==> src/rtl/reg_write_stage.sv <==
// Dual-port register-file write stage: registers two write requests, drives
// one-hot wordlines, resolves same-id conflicts and offers a read bypass.
module reg_write_stage #(
    parameter int ADDR_W  = 4,
    parameter int DATA_W  = 16,
    parameter int ZERO_RO = 0,
    parameter int CNT_W   = 8
) (
    input  logic                       clk,
    input  logic                       rst_n,
    input  logic                       stall,
    input  logic                       flush,
    input  logic                       wr_en0,
    input  logic [ADDR_W-1:0]          wr_id0,
    input  logic [DATA_W-1:0]          wr_data0,
    input  logic                       wr_en1,
    input  logic [ADDR_W-1:0]          wr_id1,
    input  logic [DATA_W-1:0]          wr_data1,
    output logic [(1 << ADDR_W)-1:0]   wordline0,
    output logic [(1 << ADDR_W)-1:0]   wordline1,
    output logic [DATA_W-1:0]          wdata0,
    output logic [DATA_W-1:0]          wdata1,
    output logic                       conflict,
    input  logic [ADDR_W-1:0]          rd_id,
    output logic                       byp_hit,
    output logic [DATA_W-1:0]          byp_data,
    output logic [CNT_W-1:0]           wr_count
);

    localparam int NUM_REGS = 1 << ADDR_W;
    localparam logic [CNT_W:0] CNT_MAX = {1'b0, {CNT_W{1'b1}}};
    localparam logic ZERO_PROT = (ZERO_RO != 0);

    // Stage registers
    logic              v0, v1, conf;
    logic [ADDR_W-1:0] id0, id1;
    logic [DATA_W-1:0] d0, d1;
    logic [CNT_W-1:0]  cnt;

    // Next-capture values derived from the incoming requests
    logic       e0, e1, same_id;
    logic       nxt_v0, nxt_v1, nxt_conf;
    logic [CNT_W:0] cnt_sum;
    logic [CNT_W-1:0] cnt_next;

    function automatic logic [NUM_REGS-1:0] decode(input logic valid,
                                                   input logic [ADDR_W-1:0] id);
        decode = '0;
        if (valid) decode[id] = 1'b1;
    endfunction

    // NOTE: every always_comb output gets a default first so no latch is inferred.
    always_comb begin
        e0       = wr_en0 & ~(ZERO_PROT & (wr_id0 == '0));
        e1       = wr_en1 & ~(ZERO_PROT & (wr_id1 == '0));
        same_id  = e0 & e1 & (wr_id0 == wr_id1);
        // Younger instruction (port 1) wins a same-register collision.
        nxt_v0   = e0 & ~same_id;
        nxt_v1   = e1;
        nxt_conf = same_id;
    end

    // Retire whatever currently sits in the stage; saturate instead of wrapping.
    always_comb begin
        cnt_sum  = {1'b0, cnt} + {{CNT_W{1'b0}}, v0} + {{CNT_W{1'b0}}, v1};
        cnt_next = (cnt_sum > CNT_MAX) ? CNT_MAX[CNT_W-1:0] : cnt_sum[CNT_W-1:0];
    end

    // NOTE: sequential state uses non-blocking assignments only, so every
    // register samples pre-edge values regardless of statement order.
    always_ff @(posedge clk or negedge rst_n) begin
        if (!rst_n) begin
            v0   <= 1'b0;
            v1   <= 1'b0;
            conf <= 1'b0;
            id0  <= '0;
            id1  <= '0;
            d0   <= '0;
            d1   <= '0;
            cnt  <= '0;
        end else if (flush) begin
            // Flush beats stall; ids, data and the counter are left alone.
            v0   <= 1'b0;
            v1   <= 1'b0;
            conf <= 1'b0;
        end else if (!stall) begin
            v0   <= nxt_v0;
            v1   <= nxt_v1;
            conf <= nxt_conf;
            id0  <= wr_id0;
            id1  <= wr_id1;
            d0   <= wr_data0;
            d1   <= wr_data1;
            cnt  <= cnt_next;
        end
    end

    assign wordline0 = decode(v0, id0);
    assign wordline1 = decode(v1, id1);
    assign wdata0    = d0;
    assign wdata1    = d1;
    assign conflict  = conf;
    assign wr_count  = cnt;

    // Port 1 holds the younger value, so it is checked first.
    always_comb begin
        byp_hit  = 1'b0;
        byp_data = '0;
        if (v1 && (id1 == rd_id)) begin
            byp_hit  = 1'b1;
            byp_data = d1;
        end else if (v0 && (id0 == rd_id)) begin
            byp_hit  = 1'b1;
            byp_data = d0;
        end
    end

    wordlines_exclusive: assert property (
        @(posedge clk) disable iff (!rst_n) (wordline0 & wordline1) == '0
    );

endmodule

==> config.mk <==
export PLATFORM = sky130hd
export DESIGN_NAME = reg_write_stage
export DESIGN_NICKNAME = d
export VERILOG_FILES = /design/src/rtl/reg_write_stage.sv
export SDC_FILE = /design/constraint.sdc
export NUM_CORES = 1
export LEC_CHECK = 0
export CORE_MARGIN = 2
export CORE_UTILIZATION = 41
export CTS_BUF_LIST = sky130_fd_sc_hd__clkbuf_8
export CTS_CLUSTER_SIZE = 28
export DETAILED_ROUTE_END_ITERATION = 8
export PLACE_DENSITY_LB_ADDON = 0.25
export SLEW_MARGIN = 20
export SYNTH_ARGS = -nofsm -noshare
export SYNTH_HDL_FRONTEND = slang
export SYNTH_SLANG_ARGS = --single-unit
==> constraint.sdc <==
create_clock -name clk -period 3.9 [get_ports clk]
set_clock_uncertainty 0.2 [all_clocks]
set_input_delay 1.17 -clock clk [delete_from_list [all_inputs] [get_ports clk]]
set_output_delay 1.17 -clock clk [all_outputs]
set_load 0.05 [all_outputs]
==> flow_metrics.env <==
export IMPL_status="completed"
export IMPL_fin_crit_sh_pct=98.8
export IMPL_synth_edf_count=0
export IMPL_slowest_stage="nor4b_4"
export IMPL_r2r_cells=5
export IMPL_drtPass1Iterations=4
export IMPL_max_stage_delay_ns=0.37
export IMPL_place_gp_congestion=0.920
export IMPL_antenna_found_initial=0
export IMPL_async_flop_share_pct=100
export IMPL_syn_cell_area_mm2=0.00269
export IMPL_cts_path_max_buffers=2
export IMPL_grt_overflow_total=0
export IMPL_power_frac_comb_pct=37.7
export IMPL_root_buffer="clkbuf_8"
export IMPL_synth_seq_cells=51
export IMPL_syn_inst=278
export IMPL_die_w_um=84.9
export IMPL_ant_nets=0
export IMPL_drc=0
export IMPL_grt_pass1_vias=2529
export IMPL_core_area_mm2=0.00635
export IMPL_ios=140
export IMPL_die_h_um=84.9
export IMPL_finalHoldViolCount=0
export IMPL_cts_sinks=51
export IMPL_avgSynthCellArea_um2=9.66
export IMPL_rows=29
export IMPL_finalSetupViolations=0
export IMPL_grtUsageTotal_pct=22.1
export IMPL_wl_um=8050
export IMPL_n_antenna_cell=0
export IMPL_ir_drop_mv=0.227
export IMPL_synthTopCellsByArea="dfrtp_1, mux2_2, nor3_1"
export IMPL_cp_data_required_time_ns=2.53
export IMPL_end_kind="output port"
export IMPL_max_freq_ghz=0.260
export IMPL_tightest_slew_ns=0.613
export IMPL_port_buffers=139
export IMPL_cp_cell_sequence="buf_8 -> a222oi_1 -> nor4b_4 -> buf_4 -> a31o_1 -> buf_6"
export IMPL_p_sw_share_pct=39.3
export IMPL_clk_pin_slew_ns=0.10
export IMPL_yosys_area_top_type="dfrtp_1"
export IMPL_internal_power_w=0.00104
export IMPL_path_class="in -> out"
export IMPL_final_common_cell="clkdlybuf4s50_1"
export IMPL_maxCapViolations=0
export IMPL_drive_gt1_share_pct=19.8
export IMPL_wire_per_inst_um=16.2
export IMPL_h_tree_depth=2
export IMPL_hold_path_class="reg -> reg"
export IMPL_grt_max_degree=63
export IMPL_syn2layout_area_growth_pct=62.7
export IMPL_yosysUniqueCellTypes=37
export IMPL_p_leak_nw=1.80
export IMPL_dp_hpwl_um=5920
export IMPL_cts_tree="yes"
export IMPL_worstSetupStartpointType="input port"
export IMPL_seqPwrFrac_pct=40.2
export IMPL_ys_seq_area_share_pct=47.5
export IMPL_start_util_pct=42.3
export IMPL_layout_common_cells="clkdlybuf4s50_1, dfrtp_1, nand2_1"
export IMPL_power_density_mw_per_mm2=392
export IMPL_synth_main_ff_cell="dfrtp_1"
export IMPL_dieArea_mm2=0.00721
export IMPL_syn_num_nets=330
export IMPL_grt_first_pass_wirelength_um=12700
export IMPL_drtIter0Drc=151
export IMPL_viasPerCell=5.31
export IMPL_worst_path_max_fanout=5
export IMPL_arrival_ns=2.48
export IMPL_rsz0062_at_grt="true"
export IMPL_finalNetCount=471
export IMPL_power_switching_w=0.000673
export IMPL_synthDominantCellAreaShare_pct=47.5
export IMPL_clock_latency_ns=0.31
export IMPL_fin_crit_ns=3.85
export IMPL_hold_depth=2
export IMPL_fin_util_pct=68.8
export IMPL_numCtsBuffers=5
export IMPL_drv_slew=0
export IMPL_p_clk_share_pct=22.1
export IMPL_finalPower_w=0.00171
export IMPL_yosys_warnings=0
export IMPL_detailroute_via_count=2638
export IMPL_slew_limit_headroom_pct=59.1
## cell type report
cell class,instances,area [um2]
Fill cell,481,1980
Timing Repair Buffer,149,1500
Multi-Input combinational cell,193,1310
Sequential cell,51,1280
Tap cell,77,96.3
Inverter,19,71.3
Clock buffer,5,68.8
Clock inverter,3,46.3
## critical path, delay by kind of cell
family,cells,cell delay (ns)
buf+inv,3,0.47
compound gates,2,0.46
simple gates,1,0.37
## sequential cells by signal, summed over array words and instances, names as in the netlist
register / count
wr_count: 8
id0: 4
v0: 1
wdata0: 16
v1: 1
id1: 4
conflict: 1
wdata1: 16
## per-stage QoR
| step | hold slack, ns | setup WS (ns) | std cells | TNS [ns] | cell area, um2 |
|---|---|---|---|---|---|
| 2_1_floorplan | 0.344 | 0.0280 | 278 | 0 | 2690 |
| 6_report | 0.331 | 0.0485 | 497 | 0 | 4370 |
| 4_1_cts | 0.339 | 0.0130 | 496 | 0 | 4330 |
| 3_3_place_gp | 0.312 | -0.316 | 487 | -5.04 | 4130 |
| 3_5_place_dp | 0.314 | -0.340 | 487 | -5.28 | 4130 |
| 5_1_grt | 0.369 | -0.0193 | 497 | -0.0233 | 4370 |
## layer usage
layer,GRT usage (%),vias to the layer above,routed length (um)
met2,37.7,93,4090
met3,4.77,8,451
met5,0,-,0
li1,-,1246,-
met1,28.4,1291,3410
met4,6.78,0,99
## cells in the mapped netlist (2+ instances only)
library cell and n:
a31o_1 9, buf_6 3, buf_2 6, nand2b_1 4, nand3_1 9, nand4_1 3, xor2_1 7, nand3b_1 3
dfrtp_1 51, xnor2_1 5, mux2_2 23, a31o_2 7, inv_1 18, a21oi_1 2, nor2_1 19, o21ai_0 22
nand2_1 32, and3_1 2, nor4_1 3, clkbuf_1 5, nor3_1 29
## worst paths after layout
kind                           from           end  slack, ns
setup / recovery           rd_id[0]  byp_data[11]       0.05
hold / removal             conflict      conflict       0.33
setup reg to reg                 v0   wr_count[6]       1.81
hold reg to reg            conflict      conflict       0.33
max in group asynchronous     rst_n        id0[2]       2.06
min in group asynchronous     rst_n     wdata0[1]       0.66
## power groups by stage
stage	clock network, W	registers, W	logic (W)
floorplan	0	0.000885	0.000194
detailed placement	0	0.000698	0.000638
CTS	0.000386	0.000689	0.000644
global route	0.000414	0.000704	0.000680
global placement	0	0.000693	0.000631
finish	0.000378	0.000689	0.000646
## cell families after synthesis
| logic type | Yosys count | share of synthesized area (%) |
|---|---|---|
| simple gates | 111 | 20.5 |
| xor+xnor | 12 | 3.91 |
| fa+ha+maj | 2 | 1.21 |
| buf+inv | 34 | 5.92 |
| compound gates | 44 | 11.0 |
| mux | 24 | 10.0 |
| flops | 51 | 47.5 |
## timing repair
item / 4_1_cts / 5_1_grt
gates cloned: 1 / 0
setup endpoints to repair: 17 / 17
endpoints found under the hold margin: 0 / 0
setup buffers: 0 / 1
hold buffers: 0 / 0
pin swaps: 6 / 6
resized for setup: 34 / 11
No activity file was read; power rests on OpenSTA's default activity.
